File: config.mk
export PLATFORM = sky130hd
export DESIGN_NAME = uart_rx_deserializer
export DESIGN_NICKNAME = d
export VERILOG_FILES = /design/src/rtl/uart_rx_deserializer.sv
export SDC_FILE = /design/constraint.sdc
export NUM_CORES = 1
export LEC_CHECK = 0
export ABC_AREA = 1
export BUFFER_PORTS_ARGS = -buffer_cell sky130_fd_sc_hd__clkbuf_2
export CORE_MARGIN = 2
export CORE_UTILIZATION = 50
export CTS_BUF_LIST = sky130_fd_sc_hd__clkbuf_8
export DETAILED_ROUTE_END_ITERATION = 8
export PLACE_DENSITY = 0.68
export REMOVE_ABC_BUFFERS = 1
export SYNTH_ARGS = -nofsm -noshare
export SYNTH_HDL_FRONTEND = slang
export SYNTH_SLANG_ARGS = --single-unit
File: constraint.sdc
create_clock -name i_clk -period 1.8 [get_ports i_clk]
set_input_delay 0.36 -clock i_clk [delete_from_list [all_inputs] [get_ports i_clk]]
set_output_delay 0.36 -clock i_clk [all_outputs]
set_load 0.05 [all_outputs]
File: src/rtl/uart_rx_deserializer.sv
// Amber UART receive front-end: synchronises rxd, samples bit centres, assembles 8N1 bytes.
// Define AMBER_UART_RX_PARITY_EN for 8E1 frames with an o_parity_err pulse.
module uart_rx_deserializer #(
    parameter int DIVISOR = 174,
    parameter int CNT_W   = 16
) (
    input  logic       i_clk,
    input  logic       i_rst,
    input  logic       i_uart_rxd,
    input  logic       i_rx_ready,
    output logic [7:0] o_rx_data,
    output logic       o_rx_valid,
    output logic       o_frame_err,
    output logic       o_overrun,
`ifdef AMBER_UART_RX_PARITY_EN
    output logic       o_parity_err,
`endif
    output logic       o_busy
);

    localparam logic [2:0] IDLE   = 3'd0;
    localparam logic [2:0] START  = 3'd1;
    localparam logic [2:0] DATA   = 3'd2;
    localparam logic [2:0] PARITY = 3'd3;
    localparam logic [2:0] STOP   = 3'd4;
    localparam logic [2:0] BREAK  = 3'd5;

    localparam logic [CNT_W-1:0] DIV_FULL = CNT_W'(DIVISOR);
    localparam logic [CNT_W-1:0] DIV_HALF = CNT_W'(DIVISOR / 2);

    logic             sync1_q, rxd_s_q, prev_q;
    logic [2:0]       state_q, state_d;
    logic [CNT_W-1:0] cnt_q, cnt_d;
    logic [2:0]       bit_cnt_q, bit_cnt_d;
    logic [7:0]       shift_q, shift_d;
    logic [7:0]       data_q, data_d;
    logic             valid_q, valid_d;
    logic             frame_err_q, frame_err_d;
    logic             overrun_q, overrun_d;
    logic             tick;
`ifdef AMBER_UART_RX_PARITY_EN
    logic             par_q, par_d;
    logic             par_err_q, par_err_d;
`endif

    assign tick = (cnt_q == CNT_W'(1));

    always_comb begin
        state_d     = state_q;
        cnt_d       = (cnt_q != '0) ? cnt_q - CNT_W'(1) : '0;
        bit_cnt_d   = bit_cnt_q;
        shift_d     = shift_q;
        data_d      = data_q;
        valid_d     = valid_q;
        frame_err_d = 1'b0;
        overrun_d   = 1'b0;
`ifdef AMBER_UART_RX_PARITY_EN
        par_d       = par_q;
        par_err_d   = 1'b0;
`endif
        if (valid_q && i_rx_ready) begin
            valid_d = 1'b0;
        end
        case (state_q)
            IDLE: begin
                if (prev_q && !rxd_s_q) begin
                    cnt_d   = DIV_HALF;
                    state_d = START;
                end
            end
            START: begin
                if (tick) begin
                    if (!rxd_s_q) begin
                        cnt_d     = DIV_FULL;
                        bit_cnt_d = 3'd0;
                        state_d   = DATA;
                    end else begin
                        state_d = IDLE;
                    end
                end
            end
            DATA: begin
                if (tick) begin
                    shift_d   = {rxd_s_q, shift_q[7:1]};
                    bit_cnt_d = bit_cnt_q + 3'd1;
                    cnt_d     = DIV_FULL;
                    if (bit_cnt_q == 3'd7) begin
`ifdef AMBER_UART_RX_PARITY_EN
                        state_d = PARITY;
`else
                        state_d = STOP;
`endif
                    end
                end
            end
`ifdef AMBER_UART_RX_PARITY_EN
            PARITY: begin
                if (tick) begin
                    par_d   = rxd_s_q;
                    cnt_d   = DIV_FULL;
                    state_d = STOP;
                end
            end
`endif
            STOP: begin
                if (tick) begin
`ifdef AMBER_UART_RX_PARITY_EN
                    par_err_d = ^{shift_q, par_q};
`endif
                    if (rxd_s_q) begin
                        state_d = IDLE;
                        // A consumer draining this cycle frees the holding register
                        if (!valid_q || i_rx_ready) begin
                            data_d  = shift_q;
                            valid_d = 1'b1;
                        end else begin
                            overrun_d = 1'b1;
                        end
                    end else begin
                        frame_err_d = 1'b1;
                        state_d     = BREAK;
                    end
                end
            end
            BREAK: begin
                if (rxd_s_q) begin
                    state_d = IDLE;
                end
            end
            default: state_d = IDLE;
        endcase
    end

    always_ff @(posedge i_clk or posedge i_rst) begin
        if (i_rst) begin
            sync1_q     <= 1'b1;
            rxd_s_q     <= 1'b1;
            prev_q      <= 1'b1;
            state_q     <= IDLE;
            cnt_q       <= '0;
            bit_cnt_q   <= 3'd0;
            shift_q     <= 8'd0;
            data_q      <= 8'd0;
            valid_q     <= 1'b0;
            frame_err_q <= 1'b0;
            overrun_q   <= 1'b0;
        end else begin
            sync1_q     <= i_uart_rxd;
            rxd_s_q     <= sync1_q;
            prev_q      <= rxd_s_q;
            state_q     <= state_d;
            cnt_q       <= cnt_d;
            bit_cnt_q   <= bit_cnt_d;
            shift_q     <= shift_d;
            data_q      <= data_d;
            valid_q     <= valid_d;
            frame_err_q <= frame_err_d;
            overrun_q   <= overrun_d;
        end
    end

`ifdef AMBER_UART_RX_PARITY_EN
    always_ff @(posedge i_clk or posedge i_rst) begin
        if (i_rst) begin
            par_q     <= 1'b0;
            par_err_q <= 1'b0;
        end else begin
            par_q     <= par_d;
            par_err_q <= par_err_d;
        end
    end

    assign o_parity_err = par_err_q;
`endif

    assign o_rx_data   = data_q;
    assign o_rx_valid  = valid_q;
    assign o_frame_err = frame_err_q;
    assign o_overrun   = overrun_q;
    assign o_busy      = (state_q != IDLE);

endmodule

After elaboration in Yosys (flattened, before gate mapping):

Index checks and enable logic that the tools add are counted.

* register bits after elaboration: 44
* input bits: 4
* logic and storage cells: 70
* output and inout bits: 12

* add/sub/neg operators: 2
* reductions and logical operators: 13
* multiplexer cells: 31
* eq/ne operators: 13

Operator list (number)
* $mux 16: 5
* $pmux 16 s3: 1
* $mux 3: 10
* $eq 16x1->1 const B: 1
* $reduce_bool 16->1: 1
* $sub 16x1->16 const B: 1
* $pmux 3 s5: 1
* $ne 2x2->1 const B: 7
* $mux 1: 12
* $eq 3x3->1 const B: 3
* $reduce_and 4->1: 2
* $pmux 3 s2: 1
* $reduce_and 6->1: 1
* $add 3x1->3 const B: 1
* $eq 3x1->1 const B: 1
* $eq 3x2->1 const B: 1
* $logic_not 3->1: 1
* $reduce_bool 3->1: 1
* $logic_and 1x1->1: 2
* $logic_not 1->1: 2
* $mux 2: 1
* $reduce_and 2->1: 1
* $reduce_bool 2->1: 1
* $logic_or 1x1->1: 1

Longest topological paths before layout:

Gate-level depths: netlist of the first run.

* depth after elaboration: 6
* gate-level depth with buffers: 9
* gate-level depth less buffers: 9

Least setup slack after synthesis of the first run:

OpenSTA, ideal clock, no wires.

* kind: reg2reg
* start point: register state_q[1]
* end point: register cnt_q[10]
* data required time: 1.678 ns
* buffers on the path: 0
* stages on the path, launching flop included: 7
* path slack: 0.175 ns
* setup time: 0.122 ns
* arrival time: 1.503 ns
* cells stage by stage: dfrtp_1 > nor2_1 > nand2_1 > nor3_1 > inv_1 > nand2_2 > nor2_1

* word-level cells in the longest chain between the ends: 2
* elaborated cells on any way between the ends: 4
* classes of those cells: eq/ne (2); mux (1); reduce/logical (1)

Ends and longest elaborated chain
* from (decl): RTL line 32 `logic [2:0] state_q, state_d;`
* from (signal assigned): RTL line 151 `state_q <= state_d;`
* $eq 3x2->1, or another cell as far along: RTL line 64 `case (state_q)`
* $pmux 16 s3 *: RTL line 64
* via cnt_d[10]: RTL line 33 `logic [CNT_W-1:0] cnt_q, cnt_d;`
* to (signal assigned): RTL line 152 `cnt_q <= cnt_d;`
* to (decl): RTL line 33

Mark *: on every way through the listed nets, which the timed path passes. The rest lies on a longest branch.
A chain may end at the register's enable or synchronous reset.

Final worst setup path of the first run:

* start point: register state_q[1]
* end point: output port o_busy

* word-level cells in the longest chain between the ends: 1

Ends and longest elaborated chain
* $reduce_bool 3->1: RTL line 180 `assign o_busy = (state_q != IDLE);`
* to (decl): RTL line 18 `output logic o_busy`

No other way between the ends.

==> results of run 1 <==
==> logic make-up (layout without fill, tap and decap cells) <==
| family | Yosys count | count (layout) | synth area share [%] |
|---|---|---|---|
| compound gates | 14 | 14 | 3.47 |
| xor+xnor | 3 | 3 | 1.14 |
| fa+ha+maj | 5 | 5 | 2.71 |
| buf+inv | 33 | 60 | 5.85 |
| flops | 44 | 44 | 47.9 |
| simple gates | 204 | 204 | 39.0 |
==> flip-flops by register name (all words and copies together), names as in the netlist, 3 cells and up <==
name       count
bit_cnt_q      3
cnt_q         16
shift_q        8
state_q        3
o_rx_data      8
==> through the flow <==
stage	util (%)	std cells	hold slack [ns]	total power (uW)	cell area [um^2]
3_5_place_dp	56.3	375	0.348	2450	2490
6_report	58.2	382	0.143	3030	2570
4_1_cts	58.2	382	0.132	3040	2570
3_3_place_gp	56.3	375	0.346	2440	2490
5_1_grt	58.2	382	0.124	3290	2570
2_1_floorplan	-	300	0.345	2150	2290
==> final cells by class <==
type / instances / area [um^2]
clock buffer: 5 / 68.8
sequential: 44 / 1100
timing repair buffer: 23 / 135
clock inverter: 2 / 12.5
fill: 408 / 1840
tap: 52 / 65.1
inverter: 30 / 114
multi-input combinational: 226 / 1070
==> timing repair <==
item,4_1_cts,5_1_grt
gates resized for setup,0,1
hold endpoints to repair,0,0
hold buffers,0,0
buffers inserted,0,0
endpoints found under the setup margin,0,6
==> power by group through the flow <==
| stage | Combinational (uW) | Clock, uW | Sequential (uW) |
|---|---|---|---|
| finish | 1190 | 591 | 1250 |
| global route | 1360 | 650 | 1280 |
| detailed placement | 1180 | 0 | 1270 |
| CTS | 1190 | 607 | 1250 |
| global placement | 1170 | 0 | 1260 |
| floorplan | 916 | 0 | 1240 |
==> cells in the mapped netlist <==
library cell,instances,area (um^2)
nand2_1,103,387
nor2_1,44,165
dfrtp_1,41,1030
nand3_1,37,185
inv_1,28,105
o21ai_1,9,45.0
ha_1,5,62.6
nand2_2,4,25.0
nor2_4,4,45.0
dfstp_2,3,78.8
nand4_1,3,18.8
o21bai_1,3,22.5
xor2_1,3,26.3
buf_2,2,10.0
nor2_2,2,12.5
or2_2,2,12.5
a21boi_1,1,7.51
and2_1,1,6.26
buf_6,1,11.3
clkinv_2,1,5.00
inv_2,1,3.75
nand2_4,1,11.3
nand3_2,1,10.0
nor3_1,1,5.00
nor3_4,1,16.3
o21ai_0,1,5.00
==> worst paths after layout <==
path / start / to / slack [ns]
max: state_q[1]$_DFFE_PP0P_ / o_busy / 0.18
min: i_uart_rxd / sync1_q$_DFF_PP1_ / 0.14
max reg2reg: cnt_q[1]$_DFF_PP0_ / o_rx_data[2]$_DFFE_PP0P_ / 0.22
min reg2reg: sync1_q$_DFF_PP1_ / rxd_s_q$_DFF_PP1_ / 0.36
max in group asynchronous: i_rst / sync1_q$_DFF_PP1_ / 1.24
min in group asynchronous: i_rst / o_rx_data[1]$_DFFE_PP0P_ / 0.16
==> metal layers <==
metal  vias to the layer above  track usage (%)  part of all wire (%)
met5                         -                0                     0
met1                       916             26.8                    46
met2                        34             36.1                    50
met3                         4             4.17                   3.1
li1                       1000                -                     -
met4                         0             5.03                  0.73
==> flow_summary_export.csv, run 1 <==
group,metric,value,unit
floorplan,die-area,0.00518,mm^2
floorplan,die_x,71.9,um
cts,cts_tree,"built",
sta,rsz0062_at_grt,"no",
worst_setup_path,critical_path_class,"reg2out",
pwr,p_leak,0.00146,uW
synthesis,ys_seq_area_share,47.9,%
cells_and_area,final_common_cell,"nand2_1",
detailed_routing,wl,4.69,mm
global_route,grt-ovfl-total,0,
cts,cts_buffer_depth,2,
synthesis,ys_ff_latch,44,
pwr,switching_share,41.1,%
synthesis,synthCells,303,
worst_setup_path,critPathRequiredTime,1.44,ns
cts,clk_latency,0.29,ns
floorplan,dieHeight,71.9,um
cells_and_area,area.growth.synth_to_final,11.4,%
floorplan,start_util,52.3,%
pwr,power.density,1180,mW/mm^2
pwr,p_clk_share,19.5,%
global_route,grt_pass1_vias,1848,
sta,maxClockFrequency,0.616,GHz
pwr,power_frac_comb,39.2,%
sta,skew,0.00266,ns
run,max_cap_violations,0,
cts,cts_buffers,5,
pwr,p_switching,1250,uW
placement,dp_slack,0.109,ns
cts,cts_root_buf,"clkbuf_8",
pwr,ir_worst_vdd,0.522,mV
synthesis,avgSynthCellArea,7.62,um^2
detailed_routing,firstDrtPassIters,4,
worst_setup_path,crit_arrival,1.26,ns
worst_setup_path,path_buf_inv,1,
sta,fin_crit,1.62,ns
worst_setup_path,cp-end-kind,"output port",
sta,timing.final.ws_setup,0.176,ns
cells_and_area,final_cell_mix,"102 x nand2_1, 44 x nor2_1, 41 x dfrtp_1",
global_route,grt_pass1_wl,8.34,mm
floorplan,core-area,0.00441,mm^2
floorplan,num_rows,24,
worst_setup_path,path_max_fanout,5,
sta,maxSlewHeadroom,62.7,%
sta,slew_violations,0,
global_route,grt_max_degree,45,
cts,clock-sinks,44,
worst_setup_path,rr_worst_depth,9,
placement,gp_congestion,0.876,
cells_and_area,diodes,0,
worst_setup_path,crit_cells,3,
detailed_routing,drcViolationCount,0,
run_status,outcome,"completed",
sta,finalHoldViolCount,0,
synthesis,ys.warnings.count,0,
placement,io_buffers,15,
cells_and_area,fin_nets,339,
worst_setup_path,crit_family,"flip-flops",
sta,min_period_over_period,90.2,%
floorplan,ioPinCount,16,
cts,cts_max_level,2,
synthesis,syn_area,0.00231,mm^2
sta,worst_pin_slew,0.560,ns
synthesis,ys_types,26,
detailed_routing,vias_per_cell,5.12,
global_route,antenna_found_initial,0,
worst_setup_path,startpoint_type,"flop",
cts,clkTransAtPathRegs,0.08,ns
global_route,globalRouteTotalUtil,20.7,%
placement,hpwlAfterDp,3.46,mm
sta,tns,0,ns
detailed_routing,wl_per_cell,12.3,um
detailed_routing,first_iter_violations,107,
detailed_routing,final_antenna_net_count,0,
worst_setup_path,cp_slowest_cell,"dfrtp_1",
worst_setup_path,path_cells,"nor2_1, nand2_1, clkbuf_2",
pwr,internal_power,1780,uW
pwr,seq_power_share,41.3,%
worst_setup_path,crit_path_max_incr_delay,0.43,ns
detailed_routing,dr_total_vias,1954,
min_path,min_path_type,"in2reg",
min_path,whs_path_depth,1,
cells_and_area,drive_gt1_share,15.5,%
sta,setup_viol,0,
(Power assumes the default switching activity.)
==> inputs of run 2 (changes only) <==
- CORE_UTILIZATION: 50 -> 35
- PLACE_DENSITY: 0.68 -> 0.51
- SKIP_LAST_GASP: default -> 1
==> run 2 against run 1 <==
Compared with the run above: sequential share of layout area shrank 1.1 points; cell area rose by 2.6%; final cell count grew 6.8%; maximum frequency is 1.9% lower; clock power increased by 27%; first-iteration DRC count rose by 5.6%; clock skew grew 0.0046 ns; non-clock buffer count did not move; power increased by 5.3%; flip-flop and latch count stayed put; critical path type unchanged.
==> flow_summary_export.csv, run 2 (synthesis gave the netlist of run 1 again) <==
group,metric,value,unit
min_path,min_path_type,"in2async",
cts,clock-sinks,44,
worst_setup_path,reg2reg_from,"cnt_q[11]$_DFF_PP0_",
worst_setup_path,crit_family,"flip-flops",
sta,min_period_over_period,92.0,%
pwr,total_power,3190,uW
worst_setup_path,cp_slowest_cell,"dfrtp_1",
worst_setup_path,path_max_fanout,5,
global_route,antenna_found_initial,0,
detailed_routing,firstDrtPassIters,4,
worst_setup_path,crit_cells,3,
floorplan,ioPinCount,16,
cells_and_area,multi_input_area,0.00107,mm^2
sta,rsz0062_at_grt,"no",
cells_and_area,fin_cells,408,
cells_and_area,largest_reg_flops,16,
cts,clk_latency,0.30,ns
worst_setup_path,rr_worst_depth,7,
cts,clkTransAtPathRegs,0.09,ns
floorplan,num_rows,29,
worst_setup_path,reg2reg_slack,0.22,ns
global_route,globalRouteTotalUtil,15.1,%
worst_setup_path,crit_arrival,1.30,ns
run_status,outcome,"completed",
cts,cts_setup_buffers,0,
sta,tns,0,ns
worst_setup_path,crit_end,"o_busy",
worst_setup_path,path_cells,"nor2_1, nand2_1, clkbuf_2",
worst_setup_path,cp-end-kind,"output port",
worst_setup_path,critical_path_class,"reg2out",
cts,cts_resized,0,
global_route,grt-ovfl-total,0,
cts,cts_buffers,5,
worst_setup_path,startpoint_type,"flop",
run,max_cap_violations,0,
global_route,grt_pass1_wl,8.76,mm
cells_and_area,n_fill_cell,643,
worst_setup_path,cp-startpoint,"state_q[1]$_DFFE_PP0P_",
cts,cts_buffer_depth,2,
pwr,power.density,1210,mW/mm^2
sta,timing.final.ws_setup,0.145,ns
detailed_routing,first_iter_violations,113,
placement,dp_cells,400,
cells_and_area,diodes,0,
sta,skew,0.00725,ns
global_route,grt_max_degree,26,
pwr,ir_worst_vdd,0.529,mV
worst_setup_path,rr_endpoint,"cnt_q[8]$_DFF_PP0_",
floorplan,dieHeight,85.2,um
detailed_routing,drcViolationCount,0,
cts,cts_root_buf,"clkbuf_8",
detailed_routing,dr_total_vias,1914,
floorplan,start_util,36.4,%
cells_and_area,drive_gt1_share,15.4,%
floorplan,core-area,0.00635,mm^2
placement,gp_congestion,0.778,
cts,cts_tree,"built",
placement,hpwlAfterDp,3.61,mm
placement,io_buffers,15,
sta,slew_violations,0,
sta,holdWs,0.0403,ns
sta,maxSlewHeadroom,70.3,%
sta,worst_pin_slew,0.445,ns
floorplan,die-area,0.00726,mm^2
sta,fin_crit,1.66,ns
cells_and_area,final_common_cell,"nand2_1",
global_route,grt_pass1_vias,1932,
sta,setup_viol,0,
cells_and_area,final_cell_mix,"103 x nand2_1, 44 x nor2_1, 41 x dfrtp_1",
worst_setup_path,crit_path_max_incr_delay,0.43,ns
cells_and_area,final-seq-area,0.00110,mm^2
sta,maxClockFrequency,0.604,GHz
cells_and_area,area.growth.synth_to_final,14.3,%
placement,dp_slack,0.225,ns
floorplan,die_x,85.2,um
detailed_routing,vias_per_cell,4.69,
cells_and_area,top_register,"cnt_q",
cts,cts_hold_buf,0,
worst_setup_path,path_buf_inv,1,
pwr,p_leak,0.00148,uW
sta,finalHoldViolCount,0,
worst_setup_path,critPathRequiredTime,1.44,ns
cells_and_area,fin_nets,339,
detailed_routing,wl_per_cell,11.9,um
cts,cts_max_level,2,
detailed_routing,final_antenna_net_count,0,
detailed_routing,wl,4.87,mm
[run 2: cell type report]
class / instances / area share (%)
clock buffers: 5 / 2.61
multi-input cells: 226 / 40.5
inverters: 30 / 4.31
clock inverters: 3 / 1.47
repair buffers: 23 / 5.60
flip-flops and latches: 44 / 41.9
well taps: 77 / 3.65
[run 2: how the worst min path moves through the flow]
| stage | start | to | slack [ns] | cells after the start |
|---|---|---|---|---|
| 3_5_place_dp | sync1_q$_DFF_PP1_ | rxd_s_q$_DFF_PP1_ | 0.35 | 0 |
| 6_report | i_rst | shift_q[7]$_DFFE_PP0P_ | 0.04 | 2 |
| 4_1_cts | i_rst | shift_q[7]$_DFFE_PP0P_ | 0.04 | 2 |
| 3_3_place_gp | sync1_q$_DFF_PP1_ | rxd_s_q$_DFF_PP1_ | 0.35 | 0 |
| 5_1_grt | i_rst | shift_q[7]$_DFFE_PP0P_ | 0.06 | 2 |
| 2_1_floorplan | sync1_q$_DFF_PP1_ | rxd_s_q$_DFF_PP1_ | 0.35 | 0 |
[run 2: metrics by stage]
stage	utilization [%]	area (um^2)
after floorplan	-	2290
after global placement	39.9	2530
after detailed placement	39.9	2530
after CTS	41.6	2640
after global routing	41.6	2640
final	41.6	2640
[run 2: layer usage]
metal	GRT usage, %	share of wire, %
met5	0	0
met4	4.62	1.4
met3	4.77	2.5
met2	25.1	49
met1	18.8	47
[run 2: report_power, final]
group          switching [uW]  total [uW]  internal (uW)
Combinational             789        1190            402
Sequential                130        1250           1120
Clock                     342         749            407
==> inputs of run 3 (changes only) <==
- CORE_ASPECT_RATIO: default -> 1.4
==> run 3 against run 2 <==
Compared with the run above: utilization decreased by 0.61 points; final cell count decreased by 0.25%; register-to-register slack got worse by 0.02 ns; sequential share of layout area decreased by 0.24 points; flip-flop and latch count unchanged; maximum frequency increased by 0.88%; largest cell class unchanged; largest power group unchanged.
==> flow_summary_export.csv, run 3 (synthesis gave the netlist of run 1 again) <==
group,metric,value,unit
run_status,outcome,"completed",
cells_and_area,n_fill_cell,679,
global_route,grt_pass1_wl,8.87,mm
cts,cts_setup_buffers,0,
cts,cts_max_level,2,
cts,cts_resized,0,
placement,gp_congestion,0.809,
pwr,power.density,1210,mW/mm^2
floorplan,ioPinCount,16,
cells_and_area,diodes,0,
worst_setup_path,rr_worst_depth,8,
cts,clock-sinks,44,
detailed_routing,firstDrtPassIters,4,
cts,cts_hold_buf,0,
worst_setup_path,cp_slowest_cell,"dfrtp_1",
detailed_routing,wl_per_cell,12.5,um
detailed_routing,final_antenna_net_count,0,
detailed_routing,wl,5.11,mm
floorplan,start_util,35.6,%
worst_setup_path,reg2reg_slack,0.20,ns
cts,cts_tree,"built",
cts,clk_latency,0.29,ns
cells_and_area,drive_gt1_share,16.2,%
pwr,p_leak,0.00149,uW
sta,maxSlewHeadroom,72.2,%
worst_setup_path,startpoint_type,"flop",
worst_setup_path,rr_endpoint,"o_rx_data[6]$_DFFE_PP0P_",
floorplan,core-area,0.00648,mm^2
sta,worst_pin_slew,0.416,ns
pwr,total_power,3210,uW
sta,min_period_over_period,91.2,%
floorplan,die-area,0.00727,mm^2
worst_setup_path,path_max_fanout,5,
cts,cts_root_buf,"clkbuf_8",
detailed_routing,drcViolationCount,0,
detailed_routing,vias_per_cell,4.81,
sta,setup_viol,0,
sta,finalHoldViolCount,0,
sta,skew,0.00750,ns
worst_setup_path,path_buf_inv,1,
cts,cts_buffer_depth,2,
global_route,grt_max_degree,29,
cells_and_area,final_cell_mix,"103 x nand2_1, 44 x nor2_1, 41 x dfrtp_1",
floorplan,dieHeight,100,um
sta,maxClockFrequency,0.609,GHz
cells_and_area,area.growth.synth_to_final,15.0,%
pwr,ir_worst_vdd,0.560,mV
cells_and_area,top_register,"cnt_q",
floorplan,die_x,72.6,um
cells_and_area,largest_reg_flops,16,
sta,slew_violations,0,
sta,fin_crit,1.64,ns
cells_and_area,final_common_cell,"nand2_1",
worst_setup_path,crit_arrival,1.28,ns
sta,rsz0062_at_grt,"no",
placement,io_buffers,15,
placement,hpwlAfterDp,3.82,mm
worst_setup_path,cp-end-kind,"output port",
detailed_routing,first_iter_violations,67,
min_path,min_path_type,"in2async",
cells_and_area,final-seq-area,0.00110,mm^2
cts,cts_buffers,5,
worst_setup_path,critical_path_class,"reg2out",
detailed_routing,dr_total_vias,1959,
global_route,globalRouteTotalUtil,15.7,%
cts,clkTransAtPathRegs,0.09,ns
sta,tns,0,ns
run,max_cap_violations,0,
cells_and_area,multi_input_area,0.00107,mm^2
global_route,antenna_found_initial,0,
worst_setup_path,critPathRequiredTime,1.44,ns
worst_setup_path,crit_family,"flip-flops",
floorplan,num_rows,35,
global_route,grt-ovfl-total,0,
worst_setup_path,reg2reg_from,"cnt_q[9]$_DFF_PP0_",
cells_and_area,fin_nets,341,
global_route,grt_pass1_vias,1878,
worst_setup_path,path_cells,"nor2_1, nand2_1, clkbuf_2",
worst_setup_path,crit_path_max_incr_delay,0.43,ns
[run 3: cell count changes in the layout (fill, tap and decap cells not counted), sizes merged]
cell and change:
clkinvlp +1, inv -1, buf +2
[run 3: per-stage QoR]
stage / cells / area [um^2] / setup slack, ns / utilization (%) / hold WS [ns]
2_1_floorplan: 300 / 2290 / 0.175 / - / 0.345
3_3_place_gp: 399 / 2540 / 0.184 / 39.2 / 0.349
3_5_place_dp: 399 / 2540 / 0.180 / 39.2 / 0.351
4_1_cts: 407 / 2650 / 0.137 / 40.9 / 0.0520
5_1_grt: 407 / 2650 / 0.0157 / 40.9 / 0.0588
6_report: 407 / 2650 / 0.159 / 40.9 / 0.0356
[run 3: area by class of cell]
cell class	instances	area share (%)
clock inverter	3	1.60
tap	74	3.49
sequential	44	41.6
inverter	30	4.29
clock buffer	5	2.59
timing repair buffer	25	6.13
multi-input combinational	226	40.3
[run 3: worst max path at each step]
stage / startpoint / endpoint / cells past startpoint
floorplan: state_q[1]$_DFFE_PP0P_ / cnt_q[10]$_DFF_PP0_ / 6
global placement: cnt_q[9]$_DFF_PP0_ / cnt_q[0]$_DFF_PP0_ / 9
detailed placement: cnt_q[9]$_DFF_PP0_ / o_rx_data[6]$_DFFE_PP0P_ / 8
CTS: state_q[1]$_DFFE_PP0P_ / o_busy / 3
global route: cnt_q[11]$_DFF_PP0_ / o_rx_data[5]$_DFFE_PP0P_ / 8
finish: state_q[1]$_DFFE_PP0P_ / o_busy / 3
[run 3: report_power, final]
| group | leakage [uW] | internal [uW] | total [uW] | switching [uW] |
|---|---|---|---|---|
| sequential | 0.000583 | 1120 | 1250 | 134 |
| clock | 0.0000541 | 411 | 757 | 346 |
| combinational | 0.000849 | 402 | 1200 | 802 |
| total | 0.00149 | 1930 | 3210 | 1280 |
[run 3: worst register-to-register path: cells and delay by family (launching register included)]
family / cells / cell delay (ns)
flops: 1 / 0.42
simple gates: 7 / 0.92
buf+inv: 1 / 0.16
[run 3: per-layer routing]
layer	wire, um	share of wire (%)	GRT usage (%)
met1	2120	41	17.4
met2	2830	55	29.7
met3	89	1.7	2.71
met4	72	1.4	4.99
met5	0	0	0
